## src/rtl/des_match_collector_if.sv

```systemverilog
// Result/message stream carrying a valid/ready handshake.
// Used for both the DES input side and the FIFO readout side.
interface des_match_collector_if #(
  parameter int N = 32,
  parameter int W = 64
);
  logic         valid;
  logic [N-1:0] message;
  logic [W-1:0] result;
  logic         ready;

  modport master (
    output valid, message, result,
    input  ready
  );

  modport slave (
    input  valid, message, result,
    output ready
  );
endinterface

```

## src/rtl/des_match_collector.sv

```systemverilog
// Masked-match filter on DES results, buffered in a FWFT FIFO,
// with LFSR back-pressure and run/drain/complete sequencing.
module des_match_collector #(
  parameter int N            = 32,
  parameter int W            = 64,
  parameter int DEPTH        = 8,
  parameter int PAUSE_MARGIN = 4,
  parameter int PIPE_LAT     = 17
) (
  input  logic                  clk,
  input  logic                  rst_n,
  input  logic                  start,
  input  logic                  clear,
  input  logic [W-1:0]          target,
  input  logic [W-1:0]          mask,
  des_match_collector_if.slave  in_s,
  des_match_collector_if.master out_m,
  input  logic                  src_done,
  output logic                  pause,
  output logic [N-1:0]          match_count,
  output logic                  overflow,
  output logic                  busy,
  output logic                  done
);

  localparam int AW = $clog2(DEPTH);
  localparam int CW = $clog2(DEPTH + 1);
  localparam int DW = $clog2(PIPE_LAT + 1);
  localparam int EW = N + W;

  typedef enum logic [1:0] {
    S_IDLE,
    S_RUN,
    S_DRAIN,
    S_DONE
  } state_t;

  state_t        state_q, state_d;
  logic [W-1:0]  target_q, target_d;
  logic [W-1:0]  mask_q, mask_d;
  logic [EW-1:0] mem_q [DEPTH];
  logic [EW-1:0] mem_d [DEPTH];
  logic [AW-1:0] wr_ptr_q, wr_ptr_d;
  logic [AW-1:0] rd_ptr_q, rd_ptr_d;
  logic [CW-1:0] occ_q, occ_d;
  logic [DW-1:0] drain_q, drain_d;
  logic [N-1:0]  cnt_q, cnt_d;
  logic          ovf_q, ovf_d;

  logic          eval;
  logic          hit;
  logic          pop;
  logic          push;
  logic          full;
  logic          flush;
  logic          arm;
  logic [CW-1:0] free;

  // State register
  always_ff @(posedge clk or negedge rst_n) begin
    if (!rst_n) begin
      state_q <= S_IDLE;
    end else begin
      state_q <= state_d;
    end
  end

  // Next-state logic
  always_comb begin
    state_d = state_q;
    if (clear) begin
      state_d = S_IDLE;
    end else begin
      unique case (state_q)
        S_IDLE:  if (start) state_d = S_RUN;
        S_RUN:   if (src_done) state_d = S_DRAIN;
        S_DRAIN: begin
          if (drain_q == '0 && occ_d == '0)
            state_d = S_DONE;
        end
        S_DONE:  state_d = S_DONE;
        default: state_d = S_IDLE;
      endcase
    end
  end

  // Output logic
  always_comb begin
    busy  = (state_q == S_RUN) ||
            (state_q == S_DRAIN);
    done  = (state_q == S_DONE);
    free  = CW'(DEPTH) - occ_q;
    pause = busy &&
            (free <= CW'(PAUSE_MARGIN));
  end

  // Match / FIFO control
  always_comb begin
    full  = (occ_q == CW'(DEPTH));
    eval  = (state_q == S_RUN) ||
            ((state_q == S_DRAIN) &&
             (drain_q != '0));
    hit   = eval && in_s.valid &&
            (((in_s.result ^ target_q) &
              mask_q) == '0);
    pop   = (occ_q != '0) && out_m.ready;
    push  = hit && (!full || pop);
    arm   = (state_q == S_IDLE) && start;
    flush = clear || arm;
  end

  always_comb begin
    target_d = target_q;
    mask_d   = mask_q;
    mem_d    = mem_q;
    wr_ptr_d = wr_ptr_q;
    rd_ptr_d = rd_ptr_q;
    occ_d    = occ_q;
    cnt_d    = cnt_q;
    ovf_d    = ovf_q;
    drain_d  = drain_q;

    if (flush) begin
      wr_ptr_d = '0;
      rd_ptr_d = '0;
      occ_d    = '0;
      cnt_d    = '0;
      ovf_d    = 1'b0;
      drain_d  = '0;
      if (!clear) begin
        target_d = target;
        mask_d   = mask;
      end
    end else begin
      if (push) begin
        mem_d[wr_ptr_q] = {in_s.message,
                           in_s.result};
        wr_ptr_d = wr_ptr_q + AW'(1);
      end
      if (pop) rd_ptr_d = rd_ptr_q + AW'(1);
      unique case ({push, pop})
        2'b10:   occ_d = occ_q + CW'(1);
        2'b01:   occ_d = occ_q - CW'(1);
        default: occ_d = occ_q;
      endcase
      if (hit && (cnt_q != '1))
        cnt_d = cnt_q + N'(1);
      if (hit && !push) ovf_d = 1'b1;
      // Drain window covers results still in the DES pipe
      if ((state_q == S_RUN) && src_done)
        drain_d = DW'(PIPE_LAT);
      else if ((state_q == S_DRAIN) &&
               (drain_q != '0))
        drain_d = drain_q - DW'(1);
    end
  end

  always_ff @(posedge clk or negedge rst_n) begin
    if (!rst_n) begin
      target_q <= '0;
      mask_q   <= '0;
      for (int i = 0; i < DEPTH; i++)
        mem_q[i] <= '0;
      wr_ptr_q <= '0;
      rd_ptr_q <= '0;
      occ_q    <= '0;
      cnt_q    <= '0;
      ovf_q    <= 1'b0;
      drain_q  <= '0;
    end else begin
      target_q <= target_d;
      mask_q   <= mask_d;
      mem_q    <= mem_d;
      wr_ptr_q <= wr_ptr_d;
      rd_ptr_q <= rd_ptr_d;
      occ_q    <= occ_d;
      cnt_q    <= cnt_d;
      ovf_q    <= ovf_d;
      drain_q  <= drain_d;
    end
  end

  assign in_s.ready    = eval;
  assign out_m.valid   = (occ_q != '0);
  assign out_m.message = mem_q[rd_ptr_q][EW-1:W];
  assign out_m.result  = mem_q[rd_ptr_q][W-1:0];
  assign match_count   = cnt_q;
  assign overflow      = ovf_q;

endmodule

```

## src/flat_wrapper.sv

```systemverilog
// flat-port wrapper written by rule: the top's interface ports become plain ports
module des_match_collector_flat 
#(
  parameter int N            = 32,
  parameter int W            = 64,
  parameter int DEPTH        = 8,
  parameter int PAUSE_MARGIN = 4,
  parameter int PIPE_LAT     = 17
)
  (clk, rst_n, start, clear, target, mask, src_done, pause, match_count, overflow, busy, done, in_s_valid, in_s_message, in_s_result, in_s_ready, out_m_valid, out_m_message, out_m_result, out_m_ready);
  des_match_collector_if #(.N(N), .W(W)) in_s_i ();
  des_match_collector_if #(.N(N), .W(W)) out_m_i ();
  input  logic clk;
  input  logic rst_n;
  input  logic start;
  input  logic clear;
  input  logic [W-1:0] target;
  input  logic [W-1:0] mask;
  input  logic src_done;
  output logic pause;
  output logic [N-1:0] match_count;
  output logic overflow;
  output logic busy;
  output logic done;
  input wire logic [$bits(in_s_i.valid)-1:0] in_s_valid;
  input wire logic [$bits(in_s_i.message)-1:0] in_s_message;
  input wire logic [$bits(in_s_i.result)-1:0] in_s_result;
  output wire logic [$bits(in_s_i.ready)-1:0] in_s_ready;
  output wire logic [$bits(out_m_i.valid)-1:0] out_m_valid;
  output wire logic [$bits(out_m_i.message)-1:0] out_m_message;
  output wire logic [$bits(out_m_i.result)-1:0] out_m_result;
  input wire logic [$bits(out_m_i.ready)-1:0] out_m_ready;
  assign in_s_i.valid = in_s_valid;
  assign in_s_i.message = in_s_message;
  assign in_s_i.result = in_s_result;
  assign in_s_ready = in_s_i.ready;
  assign out_m_valid = out_m_i.valid;
  assign out_m_message = out_m_i.message;
  assign out_m_result = out_m_i.result;
  assign out_m_i.ready = out_m_ready;
  des_match_collector #(.N(N), .W(W), .DEPTH(DEPTH), .PAUSE_MARGIN(PAUSE_MARGIN), .PIPE_LAT(PIPE_LAT)) u_core (.clk(clk), .rst_n(rst_n), .start(start), .clear(clear), .target(target), .mask(mask), .in_s(in_s_i), .out_m(out_m_i), .src_done(src_done), .pause(pause), .match_count(match_count), .overflow(overflow), .busy(busy), .done(done));
endmodule
```

## config.mk

```make
export PLATFORM = sky130hd
export DESIGN_NAME = des_match_collector_flat
export DESIGN_NICKNAME = d
export VERILOG_FILES = /design/src/rtl/des_match_collector_if.sv /design/src/rtl/des_match_collector.sv /design/src/flat_wrapper.sv
export SDC_FILE = /design/constraint.sdc
export NUM_CORES = 1
export LEC_CHECK = 0
export ABC_AREA = 1
export CAP_MARGIN = 20
export CORE_AREA = 2 2 359 361
export CTS_CLUSTER_SIZE = 10
export DETAILED_ROUTE_END_ITERATION = 7
export DIE_AREA = 0 0 361 363
export PLACE_DENSITY = 0.58
export SLEW_MARGIN = 20
export SYNTH_ARGS = -nofsm -noshare
export SYNTH_HDL_FRONTEND = slang
export SYNTH_SLANG_ARGS = --single-unit
```

## constraint.sdc

```tcl
create_clock -name clk -period 4 [get_ports clk]
set_input_delay 0.6 -clock clk [delete_from_list [all_inputs] [get_ports clk]]
set_output_delay 0.6 -clock clk [all_outputs]
set_load 0.01 [all_outputs]
```

* After elaboration in Yosys (flattened, before gate mapping)
Cells that the tools add are included.
** Word-level totals
- Bits in registers :: 946
- Input bits :: 231
- Logic and storage cells :: 100
** Cells by class
- Add/subtract/negate cells :: 7
- $lt $le $gt $ge :: 4
- Equal/unequal tests :: 10
- Muxes and demuxes :: 24
- Bitwise gates (word level) :: 6
- Reductions and logical operators :: 32
** Operators with widths (count)
- bitwise mux 768 bit :: 1
- binary-select mux 96 bit (select 3 bit) :: 1
- demux 96 bit (select 3 bit) :: 1
- two-way mux 96 bit :: 3
- bitwise AND 64 bit :: 1
- logical NOT 64 bit :: 1
- two-way mux 32 bit :: 2
- bitwise XOR 64 bit :: 1
- adder 32 x 1 -> 32 bit (second input constant) :: 1
- inequality test 32 bit (second input constant) :: 1
- two-way mux 5 bit :: 3
- logical AND 1 bit :: 12
- two-way mux 3 bit :: 4
- greater-or-equal comparator 4 bit (second input constant) :: 2
- two-way mux 2 bit :: 4
- inverter 3 -> 4 bit :: 2
- one-hot mux 2 bit (4 select lines) :: 1
- one-hot mux 4 bit (2 select lines) :: 1
- nonzero test 2 bit :: 4
- adder 3 x 1 -> 3 bit (second input constant) :: 2
- equality test 2 bit (second input constant) :: 3
- inequality test 3 bit (second input constant) :: 2
- logical NOT 5 bit :: 1
- nonzero test 5 bit :: 1
- other kinds (20) :: 28

* Logic depth before layout (Yosys ltp)
Gate-level depths: netlist (run 1).
- Depth after elaboration :: 14
- Mapped depth :: 25

* Worst setup path after synthesis (run 1)
No wires, ideal clock.
- Kind :: in2reg
- Start :: input port in_s_result[2]
- End :: register u_core.state_q[1]
- Arrival time :: 3.361 ns
- Required time :: 3.874 ns
- Path slack :: 0.513 ns
- Stages on the path :: 21
- Path buffers :: 2
- Cells stage by stage :: buf_2 > or2_0 > nand3_1 > nand2_1 > nor2_1 > and3_1 > nand3_1 > nor2_1 > clkbuf_1 > nand2_1 > ha_1 > xor2_1 > ha_1 > nor2_1 > nor3_1 > nor3_1 > nand3_1 > nand2_1 > nand3_1 > nand2_1 > o21ai_0
** On the way
- Word-level cells in the longest chain between the ends :: 12
** Ends and longest elaborated chain
- from (decl) :: RTL line flat_wrapper.sv:27 : input wire logic [$bits(in_s_i.result)-1:0] in_s_result;
- bitwise XOR 64 bit (*) :: RTL line des_match_collector.sv:104 : (((in_s.result ^ target_q) &
- bitwise AND 64 bit (*) :: RTL line des_match_collector.sv:104
- logical NOT 64 bit (*) :: RTL line des_match_collector.sv:104
- logical AND 1 bit (*) :: RTL line des_match_collector.sv:103 : hit = eval && in_s.valid &&
- logical AND 1 bit (*) :: RTL line des_match_collector.sv:107 : push = hit && (!full || pop);
- equality test 2 x 1 -> 1 bit or equality test 2 bit (tied branches) :: RTL line des_match_collector.sv:141 : unique case ({push, pop})
- one-hot mux 4 bit (2 select lines) (*) :: RTL line des_match_collector.sv:141
- two-way mux 4 bit (*) :: RTL line des_match_collector.sv:123 : if (flush) begin
- via u_core.occ_d[1] :: RTL line des_match_collector.sv:45 : logic [CW-1:0] occ_q, occ_d;
- logical NOT 4 bit (*) :: RTL line des_match_collector.sv:78 : if (drain_q == '0 && occ_d == '0)
- logical AND 1 bit (*) :: RTL line des_match_collector.sv:78
- inequality test 3 x 2 -> 1 bit (no line) (*)
- AND reduction 3 bit (no line) (*)
- to (signal assigned) :: RTL line des_match_collector.sv:64 : state_q <= state_d;
- to (decl) :: RTL line des_match_collector.sv:38 : state_t state_q, state_d;
Mark *: on every way through the listed nets, which the timed path passes. The rest lies on a longest branch.
A chain may end at the register's enable or synchronous reset.

* Worst setup path in the final report (run 1)
- Start :: register u_core.rd_ptr_q[0]
- End :: output port out_m_message[3]
** On the way
- Word-level cells in the longest chain between the ends :: 4
** Ends and longest elaborated chain
- from (decl) :: RTL line des_match_collector.sv:44 : logic [AW-1:0] rd_ptr_q, rd_ptr_d;
- from (signal assigned) :: RTL line des_match_collector.sv:175 : rd_ptr_q <= rd_ptr_d;
- inverter 3 -> 4 bit (not written as such) :: RTL line des_match_collector.sv:185 : assign out_m.message = mem_q[rd_ptr_q][EW-1:W];
- binary-select mux 96 bit (select 3 bit) :: RTL line des_match_collector.sv:185
- two-way mux 96 bit (not written as such) (2 in a row) :: RTL line des_match_collector.sv:185
- to (decl) :: RTL line flat_wrapper.sv:30 : output wire logic [$bits(out_m_i.message)-1:0] out_m_message;
Every way passes these cells. The select of a mux whose other input is x is not followed.

==> results of run 1 <==
area by class of cell:
type	count	area share, %
Timing Repair Buffer	596	11.1
Inverter	174	1.20
Tap cell	1662	3.64
Clock inverter	14	0.375
Clock buffer	154	5.40
Multi-Input combinational cell	4397	36.8
Sequential cell	946	41.5
Antenna cell	5	0.0219
sequential cells by signal, indices dropped and copies added (netlist names):
name	flops
u_core.match_count	32
u_core.mem_q	768
u_core.occ_q	4
u_core.target_q	64
u_core.mask_q	64
u_core.state_q	2
u_core.drain_q	5
u_core.overflow	1
u_core.wr_ptr_q	3
u_core.rd_ptr_q	3
logic make-up (layout without fill, tap and decap cells):
logic type                 after synthesis  in the layout  synth area share (%)
other                                    0              5                     0
DFF                                    946            946                  49.2
buffers and inverters                  785            938                  7.27
and+or+nand+nor                       3618           3618                  33.2
adders and majority gates               12             12                 0.312
muxes                                   87             87                  2.04
xor gates and xnor gates                35             35                 0.638
AOI/OAI and AO/OA                      645            645                  7.26
layout by cell type, fill, tap and decap left out, drive strengths merged:
cell / synthesis / final
nor3b: 3 / 3
bufinv: 0 / 2
dfrtp: 946 / 946
o21ai: 395 / 395
or2: 4 / 4
a21oi: 49 / 49
mux2: 87 / 87
o22ai: 98 / 98
nand2: 1824 / 1824
clkinvlp: 0 / 2
nand3: 101 / 101
xnor2: 11 / 11
nor3: 16 / 16
a31oi: 97 / 97
inv: 170 / 176
nor4: 3 / 3
xor2: 24 / 24
diode: 0 / 5
nand4: 825 / 825
clkbuf: 384 / 154
o2111ai: 2 / 2
nor2: 839 / 839
o41ai: 1 / 1
o21a: 3 / 3
and3: 2 / 2
ha: 12 / 12
clkinv: 4 / 8
nand3b: 1 / 1
clkdlybuf4s50: 0 / 363
bufbuf: 0 / 1
dlygate4sd3: 0 / 1
buf: 227 / 231
cells in the mapped netlist (8+ instances only):
cell	number
clkbuf_1	353
buf_4	20
xnor2_1	11
nand4_1	817
buf_2	155
nor3_1	15
clkbuf_2	31
a21oi_1	49
nand4_4	8
dfrtp_1	946
o21ai_0	395
o22ai_1	98
xor2_1	24
buf_1	20
ha_1	12
nor2_1	836
nand3_1	101
buf_6	32
nand2_1	1823
inv_2	29
a31oi_1	97
mux2_2	87
inv_1	141
routing by layer:
layer	up-vias	wire [um]
li1	20800	-
met1	22400	79300
met2	2004	83600
met3	304	15400
met4	12	5820
met5	-	66
report_power, final:
group	internal, mW	switching [mW]
combinational	2.84	4.71
sequential	10.3	0.675
clock	5.43	4.20
worst paths after layout:
check / slack, ns / cells after the start / end / startpoint
setup / recovery: 0.09 / 7 / out_m_message[3] / u_core.rd_ptr_q[0]
hold / removal: 0.42 / 3 / u_core.target_q[23] / target[23]
setup reg to reg: 0.53 / 22 / u_core.state_q[1] / u_core.drain_q[0]
hold reg to reg: 0.46 / 2 / u_core.mem_q[659] / u_core.mem_q[659]
max in group asynchronous: 2.42 / 3 / u_core.mem_q[643] / rst_n
min in group asynchronous: 0.49 / 2 / u_core.mem_q[692] / rst_n
what timing repair did:
item	in CTS	in global routing
resized for setup	10	0
hold buffers	1	0
endpoints found under the setup margin	52	0
setup buffers	6	0
hold endpoints to repair	59	0
critical path, stage by stage, from the launching register on:
cell and delay [ns]:
dfrtp_4 0.60, buf_12 0.18, buf_12 0.30, o21ai_0 0.17, o22ai_1 0.19, nor2_1 0.06, a31oi_1 0.39, clkdlybuf4s50_1 0.62
==> flow_summary.ini, run 1 <==
[final_layout]
layout-drive-gt1-share_pct = 8.23
stdcell_count = 7948
syn_to_final_growth_pct = 18.7
final_area_sq_mm = 0.0571
multi_input_comb_area_sq_mm = 0.0210
regArea_sq_mm = 0.0237
fillCellCount = 12600
fin_nets = 6470
postLayoutCoreUtil_pct = 44.9

[clocking]
clk_pin_slew_ns = 0.05
clockRootBuffer = clkbuf_16
cts_tree = done
cts_max_level = 3
numCtsBuffers = 112
clkLatencyLatePin_ns = 0.77
cts.path.max_buffers = 3
cts_sinks = 946

[sta]
tns_ns = 0
min_period_ns = 3.91
slew_headroom_pct = 29.7
fin_ws_ns = 0.0923
fin_worst_skew_ns = 0.0534
worstMarginPinSlew_ns = 1.05
fmax_mhz = 256
timing.hold.ws_ns = 0.424
timing.final.max_slew_violations = 0
setup_viol = 0
rsz0062_at_grt = false
finalHoldViolCount = 0
timing.final.crit_share_pct = 97.7

[logic_synthesis]
synth_top_cell_by_area = dfrtp_1
synth.net_count = 6371
ys_top_cells_by_area = dfrtp_1 49%, nand2_1 14%, nand4_1 11%
async_flop_share_pct = 100
post_synth_instance_area_sq_mm = 0.0481
synth_flop_cell = dfrtp_1
synth.distinct_cells = 37
seq_area_frac_synth_pct = 49.2
synth_top_area_share_pct = 49.2
synth_edf_count = 0
synth_seq_cells = 946
syn_avg_cell_area_sq_um = 7.84
synth_warnings = 0
synthCells = 6128

[global_routing]
grt_antenna_before_repair = 12
top_usage_layer = met2
grt_pass1_vias = 43900
grt_max_degree = 151
grt_usage_pct = 27.7
grt.overflow.total = 0
globalRouteMet1Util_pct = 38.5
grt_pass1_wl_um = 281000
use_met2_pct = 43.2
use_met3_pct = 5.13

[floorplanning]
dieArea_sq_mm = 0.131
io_pins = 365
initial_core_util_pct = 37.8
die_h_um = 363
die_w_um = 361
rows = 131
core_area_sq_mm = 0.127

[detailed_routing]
vias_per_cell = 5.72
drt_pass1_iterations = 6
antenna_left = 0
vias = 45500
drt-initial-drc-count = 5232
routed_wl_um = 184000
drc_errors = 0
wire_per_inst_um = 23.2

[critical_path]
timing.critical_path.from_type = flip-flop
crit_required_ns = 3.40
crit_fanout = 67
crit_path_end_kind = output pin
crit_type = flip-flop to output pin
critical_path_arrival_ns = 3.31

[outcome]
status = completed

[pwr]
max-vdd-ir-drop_mv = 0.375
p_leak_nw = 28.7
finalPower_mw = 28.2
power_density_mw_per_mm2 = 494

[placed_design]
post-place-ws_ns = -0.0985
dp.cells = 7767
dp_hpwl_um = 106000
port_buffers = 364
place.gp.congestion = 0.905
place_area_sq_mm = 0.0536

[worst_hold_path]
worstHoldPathType = input pin to flip-flop

[run]
maxCapViolations = 0
Note: power is estimated with default switching activity, not from simulation.
==> run 2: changes to the inputs <==
ABC_CLOCK_PERIOD_IN_PS = 4000   (was default)
==> results of run 2 <==
The final DEF is identical to that of run 1; final timing and power are the same.
